**src/rtl/dmem_arbiter_if.sv**
```systemverilog
// Bundle of the data-stage, fetch and RAM-side signals around the data-memory arbiter.
// The arbiter takes the slave modport; requesters and the RAM model take the master view.
interface dmem_arbiter_if;
    logic        d_req_i;
    logic        d_we_i;
    logic [31:0] d_addr_i;
    logic [3:0]  d_sel_i;
    logic [31:0] d_wdata_i;
    logic [31:0] d_rdata_o;
    logic        d_ack_o;
    logic        f_req_i;
    logic [31:0] f_addr_i;
    logic [31:0] f_rdata_o;
    logic        f_ack_o;
    logic        err_o;
    logic        stallreq_o;
    logic        ram_ce_o;
    logic        ram_we_o;
    logic [31:0] ram_addr_o;
    logic [3:0]  ram_sel_o;
    logic [31:0] ram_data_o;
    logic [31:0] ram_data_i;
    logic        ram_ready_i;

    modport slave (
        input  d_req_i, d_we_i, d_addr_i, d_sel_i, d_wdata_i,
        input  f_req_i, f_addr_i,
        input  ram_data_i, ram_ready_i,
        output d_rdata_o, d_ack_o, f_rdata_o, f_ack_o, err_o, stallreq_o,
        output ram_ce_o, ram_we_o, ram_addr_o, ram_sel_o, ram_data_o
    );

    modport master (
        output d_req_i, d_we_i, d_addr_i, d_sel_i, d_wdata_i,
        output f_req_i, f_addr_i,
        output ram_data_i, ram_ready_i,
        input  d_rdata_o, d_ack_o, f_rdata_o, f_ack_o, err_o, stallreq_o,
        input  ram_ce_o, ram_we_o, ram_addr_o, ram_sel_o, ram_data_o
    );
endinterface

```
**src/rtl/dmem_arbiter.sv**
```systemverilog
// Two-requester arbiter/sequencer for the single-port data memory: data stage (D) vs fetch (F),
// one transaction at a time, with fetch starvation guard and a ready timeout.
module dmem_arbiter #(
    parameter int unsigned STARVE_LIMIT = 4,
    parameter int unsigned TIMEOUT      = 255
) (
    input  logic          clk,
    input  logic          rst,
    dmem_arbiter_if.slave bus
);
    localparam int unsigned STREAK_W = $clog2(STARVE_LIMIT + 1);
    localparam int unsigned TMO_W    = $clog2(TIMEOUT + 1);

    typedef enum logic [1:0] {IDLE, BUSY_D, BUSY_F, DONE} state_t;

    state_t              state, state_nxt;
    logic [STREAK_W-1:0] streak, streak_nxt;
    logic [TMO_W-1:0]    tmo_cnt, tmo_nxt;
    logic                ram_ce_q, ram_ce_nxt;
    logic                ram_we_q, ram_we_nxt;
    logic [31:0]         ram_addr_q, ram_addr_nxt;
    logic [3:0]          ram_sel_q, ram_sel_nxt;
    logic [31:0]         ram_data_q, ram_data_nxt;
    logic                d_ack_q, d_ack_nxt;
    logic                f_ack_q, f_ack_nxt;
    logic                err_q, err_nxt;
    logic [31:0]         d_rdata_q, d_rdata_nxt;
    logic [31:0]         f_rdata_q, f_rdata_nxt;
    logic                grant_d;
    logic                timed_out;

    // D wins ties until the streak of D grants against a waiting F saturates
    assign grant_d   = bus.d_req_i && (!bus.f_req_i || (streak != STREAK_W'(STARVE_LIMIT)));
    assign timed_out = (tmo_cnt == TMO_W'(TIMEOUT - 1));

    always_ff @(posedge clk or negedge rst) begin
        if (!rst) begin
            state      <= IDLE;
            streak     <= '0;
            tmo_cnt    <= '0;
            ram_ce_q   <= 1'b0;
            ram_we_q   <= 1'b0;
            ram_addr_q <= '0;
            ram_sel_q  <= '0;
            ram_data_q <= '0;
            d_ack_q    <= 1'b0;
            f_ack_q    <= 1'b0;
            err_q      <= 1'b0;
            d_rdata_q  <= '0;
            f_rdata_q  <= '0;
        end else begin
            state      <= state_nxt;
            streak     <= streak_nxt;
            tmo_cnt    <= tmo_nxt;
            ram_ce_q   <= ram_ce_nxt;
            ram_we_q   <= ram_we_nxt;
            ram_addr_q <= ram_addr_nxt;
            ram_sel_q  <= ram_sel_nxt;
            ram_data_q <= ram_data_nxt;
            d_ack_q    <= d_ack_nxt;
            f_ack_q    <= f_ack_nxt;
            err_q      <= err_nxt;
            d_rdata_q  <= d_rdata_nxt;
            f_rdata_q  <= f_rdata_nxt;
        end
    end

    always_comb begin
        state_nxt    = state;
        streak_nxt   = streak;
        tmo_nxt      = tmo_cnt;
        ram_ce_nxt   = ram_ce_q;
        ram_we_nxt   = ram_we_q;
        ram_addr_nxt = ram_addr_q;
        ram_sel_nxt  = ram_sel_q;
        ram_data_nxt = ram_data_q;
        d_ack_nxt    = 1'b0;
        f_ack_nxt    = 1'b0;
        err_nxt      = 1'b0;
        d_rdata_nxt  = d_rdata_q;
        f_rdata_nxt  = f_rdata_q;

        unique case (state)
            IDLE: begin
                if (grant_d) begin
                    state_nxt    = BUSY_D;
                    tmo_nxt      = '0;
                    ram_ce_nxt   = 1'b1;
                    ram_we_nxt   = bus.d_we_i;
                    ram_addr_nxt = bus.d_addr_i;
                    ram_sel_nxt  = bus.d_sel_i;
                    ram_data_nxt = bus.d_wdata_i;
                    if (!bus.f_req_i) begin
                        streak_nxt = '0;
                    end else if (streak != STREAK_W'(STARVE_LIMIT)) begin
                        streak_nxt = streak + STREAK_W'(1);
                    end
                end else if (bus.f_req_i) begin
                    state_nxt    = BUSY_F;
                    tmo_nxt      = '0;
                    streak_nxt   = '0;
                    ram_ce_nxt   = 1'b1;
                    ram_we_nxt   = 1'b0;
                    ram_addr_nxt = bus.f_addr_i;
                    ram_sel_nxt  = 4'b1111;
                    ram_data_nxt = '0;
                end
            end
            BUSY_D, BUSY_F: begin
                if (bus.ram_ready_i || timed_out) begin
                    state_nxt    = DONE;
                    tmo_nxt      = '0;
                    err_nxt      = !bus.ram_ready_i;
                    ram_ce_nxt   = 1'b0;
                    ram_we_nxt   = 1'b0;
                    ram_addr_nxt = '0;
                    ram_sel_nxt  = '0;
                    ram_data_nxt = '0;
                    if (state == BUSY_D) begin
                        d_ack_nxt   = 1'b1;
                        // Writes and aborted accesses return zero data
                        d_rdata_nxt = (bus.ram_ready_i && !ram_we_q) ? bus.ram_data_i : 32'h0;
                    end else begin
                        f_ack_nxt   = 1'b1;
                        f_rdata_nxt = bus.ram_ready_i ? bus.ram_data_i : 32'h0;
                    end
                end else begin
                    tmo_nxt = tmo_cnt + TMO_W'(1);
                end
            end
            DONE: begin
                state_nxt = IDLE;
            end
            default: begin
                state_nxt = IDLE;
            end
        endcase
    end

    assign bus.ram_ce_o   = ram_ce_q;
    assign bus.ram_we_o   = ram_we_q;
    assign bus.ram_addr_o = ram_addr_q;
    assign bus.ram_sel_o  = ram_sel_q;
    assign bus.ram_data_o = ram_data_q;
    assign bus.d_ack_o    = d_ack_q;
    assign bus.f_ack_o    = f_ack_q;
    assign bus.err_o      = err_q;
    assign bus.d_rdata_o  = d_rdata_q;
    assign bus.f_rdata_o  = f_rdata_q;

    // Stall from request until its ack cycle, combinationally
    assign bus.stallreq_o = (bus.d_req_i & ~d_ack_q) | (bus.f_req_i & ~f_ack_q);
endmodule

```
**src/flat_wrapper.sv**
```systemverilog
// flat-port wrapper written by rule: the top's interface ports become plain ports
module dmem_arbiter_flat 
#(
    parameter int unsigned STARVE_LIMIT = 4,
    parameter int unsigned TIMEOUT      = 255
)
  (clk, rst, bus_d_req_i, bus_d_we_i, bus_d_addr_i, bus_d_sel_i, bus_d_wdata_i, bus_f_req_i, bus_f_addr_i, bus_ram_data_i, bus_ram_ready_i, bus_d_rdata_o, bus_d_ack_o, bus_f_rdata_o, bus_f_ack_o, bus_err_o, bus_stallreq_o, bus_ram_ce_o, bus_ram_we_o, bus_ram_addr_o, bus_ram_sel_o, bus_ram_data_o);
  dmem_arbiter_if bus_i ();
  input  logic clk;
  input  logic rst;
  input wire logic [$bits(bus_i.d_req_i)-1:0] bus_d_req_i;
  input wire logic [$bits(bus_i.d_we_i)-1:0] bus_d_we_i;
  input wire logic [$bits(bus_i.d_addr_i)-1:0] bus_d_addr_i;
  input wire logic [$bits(bus_i.d_sel_i)-1:0] bus_d_sel_i;
  input wire logic [$bits(bus_i.d_wdata_i)-1:0] bus_d_wdata_i;
  input wire logic [$bits(bus_i.f_req_i)-1:0] bus_f_req_i;
  input wire logic [$bits(bus_i.f_addr_i)-1:0] bus_f_addr_i;
  input wire logic [$bits(bus_i.ram_data_i)-1:0] bus_ram_data_i;
  input wire logic [$bits(bus_i.ram_ready_i)-1:0] bus_ram_ready_i;
  output wire logic [$bits(bus_i.d_rdata_o)-1:0] bus_d_rdata_o;
  output wire logic [$bits(bus_i.d_ack_o)-1:0] bus_d_ack_o;
  output wire logic [$bits(bus_i.f_rdata_o)-1:0] bus_f_rdata_o;
  output wire logic [$bits(bus_i.f_ack_o)-1:0] bus_f_ack_o;
  output wire logic [$bits(bus_i.err_o)-1:0] bus_err_o;
  output wire logic [$bits(bus_i.stallreq_o)-1:0] bus_stallreq_o;
  output wire logic [$bits(bus_i.ram_ce_o)-1:0] bus_ram_ce_o;
  output wire logic [$bits(bus_i.ram_we_o)-1:0] bus_ram_we_o;
  output wire logic [$bits(bus_i.ram_addr_o)-1:0] bus_ram_addr_o;
  output wire logic [$bits(bus_i.ram_sel_o)-1:0] bus_ram_sel_o;
  output wire logic [$bits(bus_i.ram_data_o)-1:0] bus_ram_data_o;
  assign bus_i.d_req_i = bus_d_req_i;
  assign bus_i.d_we_i = bus_d_we_i;
  assign bus_i.d_addr_i = bus_d_addr_i;
  assign bus_i.d_sel_i = bus_d_sel_i;
  assign bus_i.d_wdata_i = bus_d_wdata_i;
  assign bus_i.f_req_i = bus_f_req_i;
  assign bus_i.f_addr_i = bus_f_addr_i;
  assign bus_i.ram_data_i = bus_ram_data_i;
  assign bus_i.ram_ready_i = bus_ram_ready_i;
  assign bus_d_rdata_o = bus_i.d_rdata_o;
  assign bus_d_ack_o = bus_i.d_ack_o;
  assign bus_f_rdata_o = bus_i.f_rdata_o;
  assign bus_f_ack_o = bus_i.f_ack_o;
  assign bus_err_o = bus_i.err_o;
  assign bus_stallreq_o = bus_i.stallreq_o;
  assign bus_ram_ce_o = bus_i.ram_ce_o;
  assign bus_ram_we_o = bus_i.ram_we_o;
  assign bus_ram_addr_o = bus_i.ram_addr_o;
  assign bus_ram_sel_o = bus_i.ram_sel_o;
  assign bus_ram_data_o = bus_i.ram_data_o;
  dmem_arbiter #(.STARVE_LIMIT(STARVE_LIMIT), .TIMEOUT(TIMEOUT)) u_core (.clk(clk), .rst(rst), .bus(bus_i));
endmodule
```
**config.mk**
```make
export PLATFORM = sky130hd
export DESIGN_NAME = dmem_arbiter_flat
export DESIGN_NICKNAME = d
export VERILOG_FILES = /design/src/rtl/dmem_arbiter_if.sv /design/src/rtl/dmem_arbiter.sv /design/src/flat_wrapper.sv
export SDC_FILE = /design/constraint.sdc
export NUM_CORES = 1
export LEC_CHECK = 0
export ABC_AREA = 1
export CAP_MARGIN = 10
export CORE_MARGIN = 10
export CORE_UTILIZATION = 44
export CTS_CLUSTER_DIAMETER = 150
export CTS_CLUSTER_SIZE = 8
export DETAILED_ROUTE_END_ITERATION = 6
export PLACE_DENSITY = 0.81
export SYNTH_ARGS = -nofsm -noshare
export SYNTH_HDL_FRONTEND = slang
export SYNTH_SLANG_ARGS = --single-unit
```
**constraint.sdc**
```tcl
create_clock -name clk -period 2.25 [get_ports clk]
set_input_delay 0.3375 -clock clk [delete_from_list [all_inputs] [get_ports clk]]
set_output_delay 0.3375 -clock clk [all_outputs]
set_load 0.02 [all_outputs]
```
== Yosys cells after proc, flatten, opt, wreduce, memory -nomap -nowiden ==
Index checks and enable logic that the tools add are counted.

* Flip-flop bits (word level): 150
* Latch bits: 0
* Bits in writable memories: 0
* Memory bits (read-only): 0
* Bits of input ports: 138
* Output and inout bits: 138
* Logic and storage cells: 86
* Memories kept: 0

* Add/subtract/negate cells: 2
* $mul: 0
* Divide/modulo/power cells: 0
* Order comparisons: 0
* Eq/ne operators: 8
* Shift-type cells: 0
* Mux-type cells: 40
* Bitwise logic cells: 6
* Reduce and logical (&&, ||, !) cells: 17

{| class="wikitable"
|+ Operators by type and width
! kind !! count
|-
| two-way mux 32 bit || 7
|-
| case mux 32 bit (2 select lines) || 2
|-
| two-way mux 8 bit || 3
|-
| case mux 8 bit (2 select lines) || 1
|-
| two-way mux 1 bit || 13
|-
| two-way mux 3 bit || 4
|-
| two-way mux 4 bit || 3
|-
| AND reduction 3 bit || 4
|-
| adder 8 x 1 -> 8 bit, second input constant || 1
|-
| == test 8 bit, second input constant || 1
|-
| case mux 4 bit (2 select lines) || 1
|-
| two-way mux 2 bit || 3
|-
| != test 3 bit, second input constant || 2
|-
| case mux 2 bit (3 select lines) || 1
|-
| == test 2 bit, second input constant || 2
|-
| case mux 1 bit (2 select lines) || 2
|-
| AND reduction 2 bit || 2
|-
| nonzero test 2 bit || 2
|-
| adder 3 x 1 -> 3 bit, second input constant || 1
|-
| zero test 1 bit || 3
|-
| != test 3 x 2 -> 1 bit, second input constant || 1
|-
| NOT 1 bit || 3
|-
| AND 1 bit || 2
|-
| == test 2 x 1 -> 1 bit, second input constant || 1
|-
| other kinds (6) || 8
|}

== Logic depth before layout (Yosys ltp) ==
* Word-level depth: 5
* Mapped depth: 11
* Depth with buffers taken out: 9

== Worst setup path after synthesis ==
Ideal clock, no wire load.

* Path kind: reg2reg
* From: register u_core.state[0]
* To: register u_core.ram_addr_q[10], in the netlist u_core.bus.ram_addr_o[10]
* Library setup time: 0.077 ns
* Arrival: 1.663 ns
* Required time: 2.173 ns
* Setup slack: 0.510 ns
* Cell stages (with the launch flop): 8
* Buffers on the path: 2
* Clock period less this slack: 1.740 ns
* Path through: dfrtp_1 -> inv_1 -> ha_1 -> inv_1 -> clkbuf_1 -> clkbuf_1 -> nand3_1 -> o21ai_1

* Longest elaborated chain between the ends: 4
* Elaborated cells between the ends (all ways): 9
* Classes of those cells: 4 x eq/ne; 1 x mux; 4 x reduce/logical

{| class="wikitable"
|+ RTL lines
! item !! line !! text
|-
| from (decl) || dmem_arbiter.sv:16 || <nowiki>state_t state, state_nxt;</nowiki>
|-
| from (signal assigned) || dmem_arbiter.sv:52 || <nowiki>state <= state_nxt;</nowiki>
|-
| == test 2 bit or == test 2 x 1 -> 1 bit (tied branches) || dmem_arbiter.sv:83 || <nowiki>unique case (state)</nowiki>
|-
| OR reduction 2 bit || dmem_arbiter.sv:83 ||
|-
| != test 2 x 1 -> 1 bit (no source line) or nonzero test 2 bit (tied branches) || -- ||
|-
| AND reduction 3 bit (no source line) || -- ||
|-
| to (signal assigned) || dmem_arbiter.sv:57 || <nowiki>ram_addr_q <= ram_addr_nxt;</nowiki>
|-
| to (decl) || dmem_arbiter.sv:21 || <nowiki>logic [31:0] ram_addr_q, ram_addr_nxt;</nowiki>
|}

Several ways; a longest one is shown, not always the timed one.
A chain may end at the register's enable or synchronous reset.

== Worst setup path after layout ==
* From: input port bus_d_req_i
* To: output port bus_stallreq_o

* Longest elaborated chain between the ends: 2

{| class="wikitable"
|+ RTL lines
! item !! line !! text
|-
| from (decl) || flat_wrapper.sv:11 || <nowiki>input wire logic [$bits(bus_i.d_req_i)-1:0] bus_d_req_i;</nowiki>
|-
| AND 1 bit || dmem_arbiter.sv:152 || <nowiki>assign bus.stallreq_o = (bus.d_req_i & ~d_ack_q) | (bus.f_req_i & ~f_ack_q);</nowiki>
|-
| OR 1 bit || dmem_arbiter.sv:152 ||
|-
| to (decl) || flat_wrapper.sv:25 || <nowiki>output wire logic [$bits(bus_i.stallreq_o)-1:0] bus_stallreq_o;</nowiki>
|}

No other way between the ends.

==> flow_metrics.tcl <==
set metrics [dict create \
    drive_gt1_share_pct 6.65 \
    grt_pass1_wl_um 34000 \
    dpl.hpwl_um 15700 \
    core_area_mm2 0.0153 \
    yosysWarnings 0 \
    grt_pass1_vias 6262 \
    grt_max_degree 65 \
    grt_usage_pct 19.8 \
    antenna_found_initial 1 \
    reg2regPathDepth 9 \
    clock_power_share_pct 18.7 \
    clkTransAtPathRegs_ns 0.06 \
    io_buffers 275 \
    first_pass_iters 5 \
    finalClockSkew_ns 0.00747 \
    startpoint "bus_d_req_i" \
    combinationalPowerShare_pct 51.1 \
    fmax_ghz 0.482 \
    multi_input_area_mm2 0.00264 \
    status "finished, final reports clean" \
    power_density_mw_per_mm2 1350 \
    vias 6332 \
    post-route-min-period_ns 2.08 \
    drc 0 \
    crit_slowest_cell "clkdlybuf4s50_1" \
    yosysTopAreaCellShare_pct 54.6 \
    cap_violations 0 \
    cts_root_buf "clkbuf_16" \
    first_iter_violations 365 \
    routedWlPerCell_um 16.4 \
    clockBufferDepth 2 \
    worstPathArrival_ns 1.74 \
    r2r_slack_ns 0.20 \
    finalSetupViolCount 0 \
    cts_setup_buffers 0 \
    synthesis.nets 958 \
    r2r-end "u_core.bus.ram_addr_o[0]$_DFFE_PN0P_" \
    path_class "in2out" \
    wirelength_um 21200 \
    clk_latency_ns 0.41 \
    final_cell_mix "292 x nand2_1, 274 x clkdlybuf4s50_1, 150 x dfrtp_1" \
    gp_congestion 0.829 \
    timing.setup.tns_ns 0 \
    pre_cts_ws_ns 0.149 \
    utilization_pct 68.3 \
    internal_power_mw 8.14 \
    vdd_drop_max_uv 704 \
    die_width_um 145 \
    endpoint_kind "primary output" \
    hold_viol 0 \
    startpoint_type "input port" \
    rsz0062_at_grt "false" \
    total_power_mw 14.1 \
    start_util_pct 45.0 \
    regArea_mm2 0.00375 \
    crit_top_cell "clkdlybuf4s50_1" \
    syn_area_mm2 0.00687 \
    cp-endpoint "bus_stallreq_o" \
    final_common_cell "nand2_1" \
    p_sw_share_pct 42.2 \
    post_cts_resized 0 \
    layout_worst_path_cycle_share_pct 92.3 \
    cts_tree "built" \
    drv_slew 0 \
    ys_ff_latch 150 \
    placementRows 45 \
    fillers 1202 \
    numCtsBuffers 17 \
    synth_top_area_cell "dfrtp_1" \
    ios 276 \
    nets 1216 \
    slowest_delay_ns 0.70 \
    worstPathRequired_ns 1.91 \
    synth_area_leaders "dfrtp_1 55%, nand2_1 16%, nand3_1 5.3%, o21ai_1 5.1%, nand3b_1 3.5%" \
    power.switching_mw 5.94 \
    post-route-cell-area_mm2 0.0104 \
    leakage_nw 4.75 \
    synthCells 811 \
    synthToLayoutAreaGrowth_pct 51.6 \
    worst_slack_ns 0.173 \
    cp_cell_sequence "clkdlybuf4s50_1 -> inv_1 -> o22ai_1 -> clkdlybuf4s50_1" \
    htree_levels 4 \
    critical_path.max_fanout 3 \
    ys_types 25 \
    hold_buffers 1 \
    fp.dieArea_mm2 0.0210 \
    min_path_type "in2async" \
    antenna_left 0 \
    tightest_slew_ns 0.389 \
    vias_per_cell 4.89 \
    die_y_um 145 \
    syn_area_per_cell_um2 8.47 \
    slew_headroom_pct 74.1 \
    reg2reg_from "u_core.state[0]$_DFFE_PN0P_" \
    seqPwrFrac_pct 30.2 \
    synth-seq-area-share_pct 54.6 \
    dpl_cell_area_mm2 0.00985 \
    cts_sinks 150 \
    grt_overflow 0 \
]
-- logic make-up after synthesis --
logic type | count (synthesis) | synth area share [%]
buffers and inverters | 107 | 6.99
and+or+nand+nor | 421 | 26.9
adders and majority gates | 9 | 1.64
AOI/OAI and AO/OA | 121 | 9.50
xor gates and xnor gates | 3 | 0.382
DFF | 150 | 54.6
-- per-stage QoR --
step / hold slack, ns / std cells
2_1_floorplan: 0.0419 / 811
3_3_place_gp: 0.273 / 1260
3_5_place_dp: 0.273 / 1260
4_1_cts: 0.409 / 1293
5_1_grt: 0.417 / 1293
6_report: 0.407 / 1294
-- final cells by class --
| cell class | instances | area share, % |
|---|---|---|
| antenna | 1 | 0.0240 |
| clock buffer | 18 | 4.22 |
| clock inverter | 14 | 1.09 |
| inverter | 54 | 1.95 |
| multi-input combinational | 554 | 25.4 |
| sequential | 150 | 36.0 |
| tap | 211 | 2.53 |
| timing repair buffer | 292 | 28.8 |
-- state kept, by name, indices dropped and copies added, names as in the netlist --
signal	flops
u_core.state	2
u_core.streak	3
u_core.bus.ram_we_o	1
u_core.bus.ram_addr_o	32
u_core.bus.d_ack_o	1
u_core.bus.f_ack_o	1
u_core.bus.ram_data_o	32
u_core.tmo_cnt	8
u_core.bus.d_rdata_o	32
u_core.bus.err_o	1
u_core.bus.f_rdata_o	32
u_core.bus.ram_ce_o	1
u_core.bus.ram_sel_o	4
-- power groups by stage --
stage                     clock network, mW  logic [mW]  registers (mW)
after floorplan                           0        3.27            5.31
after global placement                    0        7.17            4.24
after detailed placement                  0        7.29            4.27
after CTS                              2.69        7.29            4.25
after global routing                   2.81        7.89            4.37
final                                  2.63        7.20            4.25
-- layer usage --
layer  vias to the layer above  track usage [%]  wire length [um]
met5                         -                0                 0
met4                         0             4.85               201
met3                        14             8.91              2420
met2                       273             31.4              9810
met1                      2924             24.0              8770
li1                       3121                -                 -
-- worst max-delay path, delay by kind of cell --
| family | cells | cell delay, ns |
|---|---|---|
| buf+inv | 3 | 1.26 |
| compound gates | 1 | 0.14 |
-- how the worst min path moves through the flow --
stage | startpoint | to | slack [ns] | cells after the start
finish | rst | u_core.bus.d_rdata_o[7]$_DFFE_PN0P_ | 0.41 | 2
global placement | rst | u_core.bus.f_rdata_o[9]$_DFFE_PN0P_ | 0.27 | 1
detailed placement | rst | u_core.bus.d_rdata_o[9]$_DFFE_PN0P_ | 0.27 | 1
CTS | rst | u_core.bus.d_rdata_o[9]$_DFFE_PN0P_ | 0.41 | 2
global route | rst | u_core.bus.f_rdata_o[17]$_DFFE_PN0P_ | 0.42 | 2
floorplan | rst | u_core.bus.d_ack_o$_DFF_PN0_ | 0.04 | 0
-- synth_stat cells, drive strengths merged --
master and count:
buf 19, xor2 1, o21ai 115, o22ai 2, dfrtp 150, nor2 16, clkbuf 34, a21oi 4
inv 54, nand2 297, nor3 1, xnor2 2, nand3b 32, nand3 75, ha 9
Note: power is estimated with default switching activity, not from simulation.
